### config.mk
export PLATFORM = sky130hd
export DESIGN_NAME = mem_arbiter
export DESIGN_NICKNAME = d
export VERILOG_FILES = /design/src/rtl/mem_arbiter.sv
export SDC_FILE = /design/constraint.sdc
export NUM_CORES = 1
export LEC_CHECK = 0
export BUFFER_PORTS_ARGS = -buffer_cell sky130_fd_sc_hd__buf_2
export CORE_ASPECT_RATIO = 0.9
export CORE_MARGIN = 5
export CORE_UTILIZATION = 40
export DETAILED_ROUTE_END_ITERATION = 10
export GPL_TIMING_DRIVEN = 1
export PLACE_DENSITY = 0.75
export SLEW_MARGIN = 20
export SYNTH_ARGS = -nofsm -noshare
export SYNTH_HDL_FRONTEND = slang
export SYNTH_SLANG_ARGS = --single-unit
### constraint.sdc
create_clock -name clk -period 1.16 [get_ports clk]
set_input_delay 0.116 -clock clk [delete_from_list [all_inputs] [get_ports clk]]
set_output_delay 0.116 -clock clk [all_outputs]
set_load 0.005 [all_outputs]
### src/rtl/mem_arbiter.sv
// mem_arbiter: two-requester (A/B) arbiter in front of a single-port 8x8 memory decoder.
// Latency: request sampled in IDLE, gnt pulses in the next cycle (ACCESS), rvalid/rdata one cycle after that (DONE).
// Backpressure: none queued; requests are sampled only in IDLE, a req dropped before sampling is lost without a gnt.
// Build option: define MEM_ARBITER_ROUND_ROBIN_EN for round-robin tie-breaking; default build gives A fixed priority.

module mem_arbiter (
    input  logic       clk,
    input  logic       reset,

    input  logic       a_req,
    input  logic       a_we,
    input  logic [2:0] a_adr,
    input  logic [7:0] a_wdata,
    output logic       a_gnt,
    output logic       a_rvalid,
    output logic [7:0] a_rdata,

    input  logic       b_req,
    input  logic       b_we,
    input  logic [2:0] b_adr,
    input  logic [7:0] b_wdata,
    output logic       b_gnt,
    output logic       b_rvalid,
    output logic [7:0] b_rdata,

    output logic       mem_rw,
    output logic       mem_enable,
    output logic [2:0] mem_adr,
    output logic [7:0] mem_inputs,
    input  logic [7:0] mem_outputs
);

    localparam logic [1:0] ST_IDLE   = 2'd0;
    localparam logic [1:0] ST_ACCESS = 2'd1;
    localparam logic [1:0] ST_DONE   = 2'd2;

    logic [1:0] state_q, state_d;

    // Copy of the winning request, held from the IDLE sample through DONE
    logic       win_b_q, win_b_d;
    logic       we_q,    we_d;
    logic [2:0] adr_q,   adr_d;
    logic [7:0] wdata_q, wdata_d;

    // Per-requester read data, each only touched by its own reads
    logic [7:0] a_rdata_q, a_rdata_d;
    logic [7:0] b_rdata_q, b_rdata_d;

    logic any_req;
    logic pick_b;
    logic in_idle;
    logic in_access;
    logic in_done;

    assign any_req   = a_req | b_req;
    assign in_idle   = (state_q == ST_IDLE);
    assign in_access = (state_q == ST_ACCESS);
    assign in_done   = (state_q == ST_DONE);

`ifdef MEM_ARBITER_ROUND_ROBIN_EN
    // prio_b_q = 1 means B wins the next tie; cleared by reset so A goes first
    logic prio_b_q, prio_b_d;

    assign pick_b = b_req & (~a_req | prio_b_q);

    // Pointer moves to the other requester whenever a grant decision is made
    always_comb begin
        prio_b_d = prio_b_q;
        if (in_idle && any_req) begin
            prio_b_d = ~pick_b;
        end
    end

    // Round-robin pointer register
    always_ff @(posedge clk) begin
        if (reset) begin
            prio_b_q <= 1'b0;
        end else begin
            prio_b_q <= prio_b_d;
        end
    end
`else
    // Fixed priority: B only wins when A is not asking
    assign pick_b = b_req & ~a_req;
`endif

    // Sequencing: IDLE -> ACCESS -> DONE -> IDLE, leaving IDLE only on a request
    always_comb begin
        state_d = state_q;
        case (state_q)
            ST_IDLE:   state_d = any_req ? ST_ACCESS : ST_IDLE;
            ST_ACCESS: state_d = ST_DONE;
            ST_DONE:   state_d = ST_IDLE;
            default:   state_d = ST_IDLE;
        endcase
    end

    // Latch the winner's command when arbitration happens, hold it otherwise
    always_comb begin
        win_b_d = win_b_q;
        we_d    = we_q;
        adr_d   = adr_q;
        wdata_d = wdata_q;
        if (in_idle && any_req) begin
            win_b_d = pick_b;
            we_d    = pick_b ? b_we    : a_we;
            adr_d   = pick_b ? b_adr   : a_adr;
            wdata_d = pick_b ? b_wdata : a_wdata;
        end
    end

    // Memory read data is captured on the ACCESS-to-DONE edge into the winner's register
    always_comb begin
        a_rdata_d = a_rdata_q;
        b_rdata_d = b_rdata_q;
        if (in_access && !we_q) begin
            if (win_b_q) begin
                b_rdata_d = mem_outputs;
            end else begin
                a_rdata_d = mem_outputs;
            end
        end
    end

    // State and datapath registers; reset aborts any access in flight
    always_ff @(posedge clk) begin
        if (reset) begin
            state_q   <= ST_IDLE;
            win_b_q   <= 1'b0;
            we_q      <= 1'b0;
            adr_q     <= 3'd0;
            wdata_q   <= 8'd0;
            a_rdata_q <= 8'd0;
            b_rdata_q <= 8'd0;
        end else begin
            state_q   <= state_d;
            win_b_q   <= win_b_d;
            we_q      <= we_d;
            adr_q     <= adr_d;
            wdata_q   <= wdata_d;
            a_rdata_q <= a_rdata_d;
            b_rdata_q <= b_rdata_d;
        end
    end

    // Requester-side handshakes: one gnt in ACCESS, rvalid in DONE for reads only
    assign a_gnt    = in_access & ~win_b_q;
    assign b_gnt    = in_access &  win_b_q;
    assign a_rvalid = in_done & ~we_q & ~win_b_q;
    assign b_rvalid = in_done & ~we_q &  win_b_q;
    assign a_rdata  = a_rdata_q;
    assign b_rdata  = b_rdata_q;

    // Memory side is forced to a harmless read-of-address-0 pattern outside ACCESS
    assign mem_enable = in_access;
    assign mem_rw     = in_access ? ~we_q   : 1'b1;
    assign mem_adr    = in_access ? adr_q   : 3'd0;
    assign mem_inputs = in_access ? wdata_q : 8'd0;

`ifndef SYNTHESIS
    // At most one grant and one rvalid per cycle
    a_one_gnt: assert property (@(posedge clk) disable iff (reset) !(a_gnt && b_gnt));
    a_one_rvalid: assert property (@(posedge clk) disable iff (reset) !(a_rvalid && b_rvalid));
    // With the decoder disabled the memory bus must be in its safe pattern
    a_safe_bus: assert property (@(posedge clk) disable iff (reset)
        !mem_enable |-> (mem_rw && (mem_adr == 3'd0) && (mem_inputs == 8'd0)));
    // The spare state encoding is never reached
    a_legal_state: assert property (@(posedge clk) disable iff (reset) state_q != 2'd3);
`endif

endmodule
[Word level (Yosys, flattened, before mapping)]
Cells that the tools add are included.
Operators by class
  eq/ne operators: 2
  multiplexer cells: 8
  reduce and logical (&&, ||, !) cells: 6
  bitwise operators: 10
Operators by type and width (count)
  $mux W8: 2
  $and A1 B1 Y1: 6
  $mux W3: 2
  $pmux W2 S2: 1
  $reduce_and A2 Y1: 2
  $mux W1: 3
  $not A1 Y1: 3
  $eq A2 B1 Y1 const B: 1
  $eq A2 B2 Y1 const B: 1
  $logic_and A1 B1 Y1: 2
  $logic_not A2 Y1: 1
  $logic_not A1 Y1: 1
  $or A1 B1 Y1: 1
Storage, ports and cells
  output and inout port bits: 33
  word-level logic and storage cells: 33
  input port bits: 36
  bits in registers: 31

[Depth between registers and ports, before layout]
Gate-level depths: netlist of the first run.
  depth after elaboration: 3
  gate-level depth with buffers: 4

[Worst setup path before layout of the first run]
No wires, ideal clock.
  path type: reg2reg
  start: reg we_q
  end: reg a_rdata_q[0] (netlist: a_rdata[0])
  data required time: 1.028 ns
  arrival: 1.123 ns
  setup slack: -0.096 ns
  cell stages (with the launch flop): 5
  period minus slack after synthesis: 1.256 ns
  path buffers: 1
  library setup time: 0.132 ns
  cells stage by stage: dfxtp_1 > or4b_1 > buf_2 > nand2_1 > a21oi_1
Between the ends
  word-level cells in the longest chain between the ends: 3
RTL lines
  from (decl): line 41  | logic we_q, we_d;
  from (signal assigned): line 138  | we_q <= we_d;
  $logic_not A1 Y1: line 116  | if (in_access && !we_q) begin
  $logic_and A1 B1 Y1: line 116
  $reduce_and A2 Y1 (no line)
  to (signal assigned): line 141  | a_rdata_q <= a_rdata_d;
  to (decl): line 46  | logic [7:0] a_rdata_q, a_rdata_d;
No other way between the ends.
A chain may end at the register's enable or synchronous reset.

[Worst setup path in the final report of the first run]
  start: reg state_q[0]
  end: out mem_inputs[4]
Between the ends
  word-level cells in the longest chain between the ends: 2
RTL lines
  from (decl): line 37  | logic [1:0] state_q, state_d;
  from (signal assigned): line 136  | state_q <= state_d;
  $eq A2 B1 Y1: line 57  | assign in_access = (state_q == ST_ACCESS);
  $mux W8: line 158  | assign mem_inputs = in_access ? wdata_q : 8'd0;
  to (decl): line 29  | output logic [7:0] mem_inputs,
No other way between the ends.

==> results summary, run 1 <==
The detailed-route DRC error count is 0. Traced cell by cell, the critical path runs through buf_6 -> buf_6 -> nand2b_4 -> inv_6 -> and2_1 -> buf_2. For this design, the slowest cell found on the critical path is dfxtp_2. Once layout is done, the placed cells without fillers occupy 2190 sq um. From bottom edge to top edge, the die measures 65.22 microns. The placeable core area came out at 3328 sq um.

After clock tree synthesis, the clock-pin slew on the worst setup and hold paths is 60 ps. The total die area is 4653 sq um. The global router's overall resource usage came out at 16.98%. The capture point of the worst path is mem_inputs[4]. The critical path launch point is state_q[0]. The flow ran to the end, but the final reports show violations.

The family with the most delay on the worst path is buffers and inverters. The number of antenna violations at the first check in global routing is 0. The synthesis warning total is 0. In this run the cell area of the synthesized design comes to 1355 sq um.

The final standard cell utilization of the core came out at 65.79%. For this run, the leading register cell type out of synthesis is dfxtp_1. The width of the chip came out at 71.35 microns. For this run, the top clock speed supported by timing is 728.3 MHz.

In this run, the clock network consumes 31.4% of the power. The global-route wire length before repair is 6216 microns. Wires add up to 4112 microns. The number of buffers inserted during clock tree synthesis came out at 5. The final non-filler cell total is 288.

The final estimated routing congestion in global placement is 0.7638. The max capacitance violation total came out at 0. Among the stages of the critical path, the cell type that occurs most often is buf_6. The total overflow left after global routing is 0. The switching power summed over all nets came out at 0.7266 mW.

The clock sink total is 31. The number of fill cells came out at 281. In the final routed layout, each cell accounts on average for 14.28 microns. The share of the synthesized area in the top cell type is 45.80%.

Counting flops with a built-in enable in the synthesized netlist gives 0. The gate count of the mapped netlist came out at 160. Clock latency on the worst-skew pair, taken at its later pin, is 280 ps. The number of synthesized register bits came out at 31.

The number of H-tree levels came out at 2. After synthesis, the cell types taking the most area are dfxtp_1 46%, nand2_1 11%, a21oi_1 7.8%, a311oi_1 7.8%, mux2i_1 5.9%. Setup repair after global routing could not meet its margin everywhere. The total placed instance area is 1846 sq um. The areal power density over the cells is 1217 nW/um^2.

The iteration count of the initial detailed-routing pass came out at 4. The final period utilization came out at 118.4%. The I/O pin count is 69. The proportion of register bits with asynchronous set or reset after synthesis is 0%.

The number of max-slew violations in the final report is 0. The arrival time of the worst setup path came out at 1260 ps. The area overhead of the layout relative to synthesis came out at 61.59%.

The net count after synthesis came out at 196. Entering global routing, the biggest net connects 32 pins. The final-stage net count is 280. The required time of the critical path came out at 1040 ps. The worst register-to-register path begins at state_q[0]. The portion of total power attributed to sequential cells came out at 44.9%. The internal power of the cells totals 1.937 mW. The number of global-route vias before repair was 1373. Net switching is 27.27% of the power. Combinational logic is responsible for 23.8% of the overall power. The detailed router finished its first iteration with 100 violations. In this run the worst hold path is classified as input port to flip-flop. The setup TNS is -5844 ps.

The maximum root-to-sink buffer count came out at 2. STA classifies the critical path startpoint as a flip-flop. The sequential element share of the synthesized area is 45.80%. The worst setup path is captured at a primary output. The number of rows created at floorplan is 20. The relative max-transition margin is 82.69%. The number of instances in the placed design came out at 277. On the worst path, the slowest cell contributes a delay of 320 ps. Across all register-to-register paths, the minimum setup slack is -170 ps.

In this run the remaining antenna-violating nets after routing total 0. The initial core utilization came out at 40.71%. The mean area per synthesized cell is 8.469 sq um. The total inserted antenna cells is 0. The total via count after detailed routing came out at 1429. The critical path buffer and inverter count came out at 4. For the pin with the worst max-slew slack, the measured transition is 259.6 ps. The distinct cell type count of the synthesized netlist came out at 22. The critical path crosses 6 cells after its start point. The worst setup margin is -213.0 ps. The port buffer count came out at 68.

Dividing the detail-routed via count by the number of cells gives 4.962. The hold violation total from the final report is 0. The root buffer cell is clkbuf_8. The worst setup path is of the flip-flop to primary output kind.

Cells with a size suffix above 1 make up 54.51% of the layout. The count of final setup violators is 46. On the final layout, the worst clock skew is 4.358 ps. IR analysis of the VDD net gives a maximum drop of 0.0006877 V. The static leakage is 0.9824 nW. The wire-length estimate of the detail-placed layout is 2667 microns.

Of all nets on the critical path, the largest fanout is 7. Summed over all instances, the cell type with the most area after synthesis is dfxtp_1. After layout, the design draws a total of 2.664 mW. The endpoint identified for the worst register-to-register timing path is we_q.

The final reports fail on setup timing. TritonCTS built the clock tree. The worst reg-to-reg path cell count is 6. The time the final worst path needs with I/O delays and setup is 1373 ps.
==> area by class of cell <==
type | count | area [sq um] | share of cell area (%)
timing repair buffer | 86 | 588.1 | 26.86
timing repair inverter | 1 | 8.758 | 0.4000
inverter | 1 | 11.26 | 0.5143
multi-input combinational | 118 | 813.3 | 37.14
tap | 44 | 55.05 | 2.514
sequential | 31 | 625.6 | 28.57
clock inverter | 1 | 5.005 | 0.2286
clock buffer | 6 | 82.58 | 3.771
==> worst min path at each step <==
stage | from | endpoint | cells after the start | slack (ps)
floorplan | reset | state_q[0] | 1 | 190
global placement | a_req | win_b_q | 2 | 340
detailed placement | a_req | win_b_q | 2 | 340
CTS | a_req | win_b_q | 2 | 50
global route | a_req | win_b_q | 2 | 40
finish | a_req | win_b_q | 2 | 60
==> power by group through the flow <==
stage / clock network (mW) / logic, mW / registers, mW
2_1_floorplan: 0 / 0.244 / 1.21
6_report: 0.835 / 0.633 / 1.20
5_1_grt: 0.918 / 0.687 / 1.21
3_3_place_gp: 0 / 0.468 / 1.20
4_1_cts: 0.848 / 0.561 / 1.19
3_5_place_dp: 0 / 0.473 / 1.21
==> layer usage <==
| metal | up-vias | track usage [%] | routed length, microns |
|---|---|---|---|
| met1 | 657 | 20.09 | 1659 |
| met3 | 8 | 5.046 | 257 |
| met2 | 47 | 28.44 | 2125 |
| met5 | - | 0 | 0 |
| met4 | 0 | 7.277 | 70 |
| li1 | 717 | - | - |
==> logic make-up after synthesis <==
group	Yosys count	synth area share, %
flops	31	45.80
simple gates	75	28.07
mux	8	5.910
compound gates	34	16.07
buf+inv	12	4.155
==> synth_stat cells (2+ instances only) <==
cell type / instances
nand2_1: 41
dfxtp_1: 31
a21oi_1: 21
a311oi_1: 12
and2_1: 12
nor2_1: 10
mux2i_1: 8
buf_2: 6
clkbuf_1: 4
nand2b_1: 2
nor2b_1: 2
==> state kept, by name, summed over array words and instances, names as in the netlist <==
name     cells
wdata_q      8
a_rdata      8
win_b_q      1
we_q         1
state_q      2
adr_q        3
b_rdata      8
==> worst reg2reg max path, stage by stage, from the launching register on <==
cell,delay (ps)
dfxtp_2,320
buf_6,110
buf_4,130
nor2_4,140
buf_6,160
a21oi_4,70
a311oi_2,290
==> through the flow <==
step           hold slack (ps)  worst slack, ps
4_1_cts                  48.79           -215.5
5_1_grt                  42.32           -267.5
2_1_floorplan            187.6           -77.34
3_3_place_gp             337.7           -122.3
6_report                 57.72           -213.0
3_5_place_dp             342.7           -137.9
==> placed cells by master (no fill, tap or decap), types with 9 or more instances in the layout <==
cell      instances
a21oi_1           9
a21oi_2          11
a311oi_1         10
and2_4           13
buf_2            57
buf_4            11
buf_6            16
dfxtp_1          27
nand2_1          41
nor2_1            9
==> timing repair <==
action / in CTS / in global routing
gates cloned: 1 / 1
buffers inserted: 1 / 1
resized for setup: 36 / 19
endpoints found under the setup margin: 46 / 47
pin swaps: 25 / 7
hold buffers: 0 / 0
(Power assumes the default switching activity.)
==> run 2: changes to the inputs <==
Settings changed: PLACE_DENSITY 0.75 to unset, PLACE_DENSITY_LB_ADDON set to 0.08.
==> results summary, run 2 (synthesis results as in run 1) <==
The placeable core area is 3328 sq um (unchanged). The final standard cell utilization of the core came out at 64.66% (was 65.79%). Ordered list of cells on the worst path: buf_6 -> nand2b_4 -> inv_8 -> and2_1 -> buf_2 (was buf_6 -> buf_6 -> nand2b_4 -> inv_6 -> and2_1 -> buf_2). The standard cell with the maximum stage delay on the critical path is dfxtp_2 (unchanged). The maximum root-to-sink buffer count is 2 (unchanged).

The number of rows created at floorplan is 20 (unchanged). The clock-pin slew reported for the worst setup and hold paths after clock tree synthesis is 60 ps (about the same). The setup TNS came out at -3112 ps (was -5844 ps). The hold violation total from the final report is 0 (unchanged). The areal power density over the cells is 1191 nW/um^2 (was 1217 nW/um^2).

The routed wire length per instance came out at 14.36 microns (was 14.28 microns). The worst-margin pin slew is 376.3 ps (was 259.6 ps). The total chip power is 2.563 mW (was 2.664 mW). The global-route wire length before repair is 6348 microns (was 6216 microns).

The reg-to-reg critical path startpoint is we_q (was state_q[0]). The total die area came to 4653 sq um (unchanged). The fraction of final layout cells sized beyond drive strength 1 is 55.33% (was 54.51%).

The number of DRC violations after detailed-routing iteration 0 is 60 (was 100). The required time of the critical path came out at 1040 ps (about the same). The static leakage is 0.9681 nW (was 0.9824 nW).

The clock sink total came out at 31 (unchanged). The via count normalized by instance count came out at 5.000 (was 4.962). The arrival time of the worst setup path came out at 1170 ps (was 1260 ps). The number of buffers inserted during clock tree synthesis was 5 (unchanged). The time the final worst path needs with I/O delays and setup came out at 1282 ps (was 1373 ps).

The type of element launching the critical path is a flip-flop (unchanged). The clock insertion delay at the later pin of the skew report came to 270 ps (was 280 ps). The kind of path behind the tightest hold check was input port to flip-flop (unchanged). The endpoint type of the worst setup path is a primary output (unchanged). The initial core utilization came to 40.71% (unchanged). The number of nets with antenna violations after detailed routing is 0 (unchanged).

The total global routing overflow came out at 0 (unchanged). The port buffer count is 68 (unchanged). The critical-path maximum fanout is 14 (was 7). The worst setup margin came to -121.9 ps (was -213.0 ps). The placement-stage worst setup slack is -167.4 ps (was -137.9 ps).

The number of hold buffers added after CTS is 0 (unchanged). The max capacitance violation total came out at 0 (unchanged). Commonest non-fill, non-tap cells in the layout: 68 x buf_2, 32 x nand2_1, 27 x dfxtp_1 (was 57 x buf_2, 41 x nand2_1, 27 x dfxtp_1). The number of antenna violations at the first check in global routing came out at 0 (unchanged). The critical path buffer and inverter count came out at 3 (was 4). The number of global-route vias before repair was 1427 (was 1373). The worst-case clock skew is 1.996 ps (was 4.358 ps). The final period utilization is 110.5% (was 118.4%). The width of the chip came out at 71.35 microns (unchanged).

The family with the most delay on the worst path is flip-flops (was buffers and inverters). The largest net degree at the start of global routing is 18 (was 32). The count of final setup violators came out at 37 (was 46).

The maximum vdd drop came out at 0.0007160 V (was 0.0006877 V). The global router's overall resource usage is 17.50% (was 16.98%). RSZ-0062 raised after global routing: true (unchanged).

The critical path class was flip-flop to primary output (unchanged). The height of the chip was 65.22 microns (unchanged). The total inserted antenna cells is 0 (unchanged).

Result of the run: finished with violations (unchanged). The final HPWL from detailed placement came to 2762 microns (was 2667 microns). The final-stage net count was 281 (was 280). The hold path startpoint is a_req (unchanged). The critical path launch point is state_q[0] (unchanged). The detailed-route DRC error count was 0 (unchanged). The commonest non-fill, non-tap cell in the layout is buf_2 (unchanged). The CTS tree is done (unchanged). The number of fill cells came to 300 (was 281). The iteration count of the initial detailed-routing pass is 4 (unchanged). Violated checks: setup timing (unchanged). The final estimated routing congestion in global placement came to 0.7790 (was 0.7638). The largest incremental delay on the critical path is 330 ps (was 320 ps). The number of H-tree levels came out at 2 (unchanged). The number of max-slew violations in the final report came to 0 (unchanged). The I/O pin count is 69 (unchanged).

The area overhead of the layout relative to synthesis is 58.82% (was 61.59%). The root buffer cell is clkbuf_8 (unchanged). The top achievable clock speed came out at 780.1 MHz (was 728.3 MHz). The smallest hold slack is 80.65 ps (was 57.72 ps). The total via count after detailed routing came to 1440 (was 1429). The relative max-transition margin came out at 74.92% (was 82.69%).

The routed wire length came to 4136 microns (was 4112 microns).
[run 2: cell count changes in the layout (fill, tap and decap cells not counted), sizes merged]
cell and change:
buf +2, clkinv -1, inv -1
[run 2: path summary, 6_finish.rpt]
path	endpoint	slack, ps	cells past startpoint
max reg2reg	b_rdata[0]	-120	5
min reg2reg	a_rdata[6]	460	2
max	mem_adr[0]	-120	5
min	win_b_q	80	2
[run 2: report_power, final]
group          internal [mW]  leakage (nW)  switching [mW]  total, mW
logic                  0.323         0.675           0.307      0.630
registers               1.15         0.256          0.0488       1.19
clock network          0.398        0.0371           0.341      0.739
total                   1.87         0.968           0.696       2.56
[run 2: area by class of cell]
type | instances | area, sq um | area share (%)
Clock buffer | 6 | 72.57 | 3.372
Multi-Input combinational cell | 118 | 819.5 | 38.08
Tap cell | 44 | 55.05 | 2.558
Timing Repair Buffer | 88 | 565.5 | 26.28
Inverter | 1 | 11.26 | 0.5233
Sequential cell | 31 | 628.1 | 29.19
[run 2: through the flow]
stage	cells	cell area, sq um
after floorplan	160	1360
after global placement	275	1843
after global routing	288	2152
final	288	2152
after detailed placement	275	1843
after CTS	283	1988
[run 2: worst register-to-register path, delay by kind of cell (launching register included)]
kind          cells  cell delay, ps
buf+inv           2             270
flops             1             320
mux               1             220
simple gates      2             360
[run 2: timing repair]
item / in CTS / in global routing
setup endpoints to repair: 45 / 46
gates cloned: 1 / 1
buffers inserted: 1 / 5
pin swaps: 10 / 29
gates resized for setup: 15 / 36
[run 2: per-layer routing]
metal / global-route usage (%) / share of wire (%) / vias up
li1: - / - / 717
met1: 20.96 / 44 / 680
met2: 28.10 / 48 / 41
met3: 7.187 / 6.9 / 2
met4: 6.338 / 0.77 / 0
met5: 0 / 0 / -
==> run 3: changes to the inputs <==
Settings changed: CORE_MARGIN 5 to 4.
==> results summary, run 3 (synthesis results as in run 1) <==
The required time of the critical path came out at 1040 ps (about the same). The top achievable clock speed was 704.4 MHz (was 780.1 MHz). The number of antenna violations at the first check in global routing came out at 0 (unchanged). The initial core utilization came to 42.86% (was 40.71%).

The maximum vdd drop came to 0.001018 V (was 0.0007160 V). The worst setup margin is -259.7 ps (was -121.9 ps). The final non-filler cell total came to 293 (was 288). The count of final setup violators was 47 (was 37). The total chip power came out at 2.622 mW (was 2.563 mW). The clock-pin slew reported for the worst setup and hold paths after clock tree synthesis came out at 60 ps (about the same).

The critical-path maximum fanout is 7 (was 14). The final standard cell utilization of the core is 67.59% (was 64.66%). The arrival time of the worst setup path is 1300 ps (was 1170 ps). The port buffer count was 68 (unchanged). The number of fill cells is 268 (was 300). The height of the chip was 63.22 microns (was 65.22 microns). The final HPWL from detailed placement is 2773 microns (was 2762 microns). The fraction of final layout cells sized beyond drive strength 1 came out at 51.00% (was 55.33%).

The kind of path behind the tightest hold check is input port to flip-flop (unchanged). The final estimated routing congestion in global placement is 0.7921 (was 0.7790). The endpoint type of the worst setup path is a primary output (unchanged). Violated checks: setup timing (unchanged). The number of max-slew violations in the final report is 0 (unchanged). The time the final worst path needs with I/O delays and setup is 1420 ps (was 1282 ps). The relative max-transition margin was 80.55% (was 74.92%). The clock sink total is 31 (unchanged). The number of DRC violations after detailed-routing iteration 0 is 72 (was 60). The I/O pin count is 69 (unchanged). The clock insertion delay at the later pin of the skew report came to 280 ps (was 270 ps). The internal reg-to-reg setup slack came out at -200 ps (was -120 ps). The placement-stage worst setup slack was -129.6 ps (was -167.4 ps). The largest net degree at the start of global routing came out at 21 (was 18).

The total inserted antenna cells came out at 0 (unchanged). The total die area came out at 4384 sq um (was 4653 sq um). The setup TNS is -7899 ps (was -3112 ps). The hold violation total from the final report came to 0 (unchanged).

The worst-margin pin slew came out at 291.8 ps (was 376.3 ps). The root buffer cell is clkbuf_8 (unchanged). The number of rows created at floorplan came to 19 (was 20). The number of H-tree levels came out at 2 (unchanged).

The static leakage came out at 0.9848 nW (was 0.9681 nW). The max capacitance violation total came out at 0 (unchanged). The type of element launching the critical path is a flip-flop (unchanged). The final period utilization is 122.4% (was 110.5%). The maximum root-to-sink buffer count came out at 2 (unchanged). The areal power density over the cells is 1227 nW/um^2 (was 1191 nW/um^2). Result of the run: finished with violations (unchanged). The global router's overall resource usage came out at 19.47% (was 17.50%). The worst-case clock skew came to 4.388 ps (was 1.996 ps). The number of instances in the placed design came to 275 (unchanged). The global-route wire length before repair was 6789 microns (was 6348 microns). The total via count after detailed routing is 1462 (was 1440). The via count normalized by instance count is 4.990 (was 5.000). The commonest non-fill, non-tap cell in the layout is buf_2 (unchanged). The critical path class is flip-flop to primary output (unchanged). The iteration count of the initial detailed-routing pass came to 4 (unchanged). The CTS tree was done (unchanged). The placeable core area is 3162 sq um (was 3328 sq um).

The routed wire length came out at 4172 microns (was 4136 microns). Commonest non-fill, non-tap cells in the layout: 67 x buf_2, 36 x nand2_1, 27 x dfxtp_1 (was 68 x buf_2, 32 x nand2_1, 27 x dfxtp_1). The area overhead of the layout relative to synthesis is 57.71% (was 58.82%). The number of buffers inserted during clock tree synthesis came to 5 (unchanged). The final-stage net count is 286 (was 281).

The total global routing overflow came out at 0 (unchanged). The routed wire length per instance came out at 14.24 microns (was 14.36 microns). The number of nets with antenna violations after detailed routing is 0 (unchanged).

RSZ-0062 raised after global routing: true (unchanged). The width of the chip is 69.35 microns (was 71.35 microns). The number of global-route vias before repair was 1416 (was 1427). The detailed-route DRC error count is 0 (unchanged).
## run 3: cell types whose count changed in the layout (fill, tap and decap cells not counted), moves of 2 or more
cell / previous run / this run
and2_4: 1 / 3
buf_4: 7 / 10
nand2_2: 9 / 5
a21oi_2: 17 / 8
a21oi_1: 4 / 13
clkinvlp_4: 0 / 2
nand2_1: 32 / 36
buf_6: 10 / 13
## run 3: where the power goes
part           internal, mW  switching (mW)  total [mW]
sequential             1.14          0.0457        1.19
clock                 0.418           0.391       0.809
combinational         0.326           0.296       0.622
total                  1.89           0.733        2.62
## run 3: critical path, cell delays in order (launching register included)
cell and delay (ps):
dfxtp_4 350, buf_6 90, nand2b_4 160, clkinvlp_4 150, and2_1 160, buf_2 120
## run 3: final timing paths
path,startpoint,to,cells past startpoint
setup / recovery,state_q[1],mem_inputs[4],5
hold / removal,a_req,win_b_q,2
setup reg to reg,state_q[0],b_rdata[2],7
hold reg to reg,a_rdata[5],a_rdata[5],2
## run 3: timing repair
item | CTS | global route
pin swaps | 27 | 7
resized for setup | 24 | 16
cloned | 3 | 0
hold buffers | 0 | 0
endpoints found under the setup margin | 45 | 47
hold endpoints to repair | 0 | 0
buffers inserted | 7 | 1
## run 3: layout make-up
| cell class | count | area, sq um | share of cell area, % |
|---|---|---|---|
| Tap cell | 42 | 52.55 | 2.459 |
| Timing Repair inverter | 1 | 7.507 | 0.3513 |
| Clock buffer | 6 | 72.57 | 3.396 |
| Timing Repair Buffer | 92 | 596.8 | 27.93 |
| Clock inverter | 2 | 12.51 | 0.5855 |
| Inverter | 1 | 6.256 | 0.2927 |
| Sequential cell | 31 | 628.1 | 29.39 |
| Multi-Input combinational cell | 118 | 760.7 | 35.60 |
## run 3: per-stage QoR
step	hold slack, ps	area (sq um)
finish	60.73	2137
global route	57.37	2137
floorplan	187.6	1360
detailed placement	333.7	1843
CTS	34.42	2083
global placement	334.7	1843
## run 3: metal layers
layer / global-route usage, % / wire [microns]
met1: 24.08 / 1789
met2: 31.55 / 2027
met3: 7.631 / 338
met4: 5.122 / 17
met5: 0 / 0
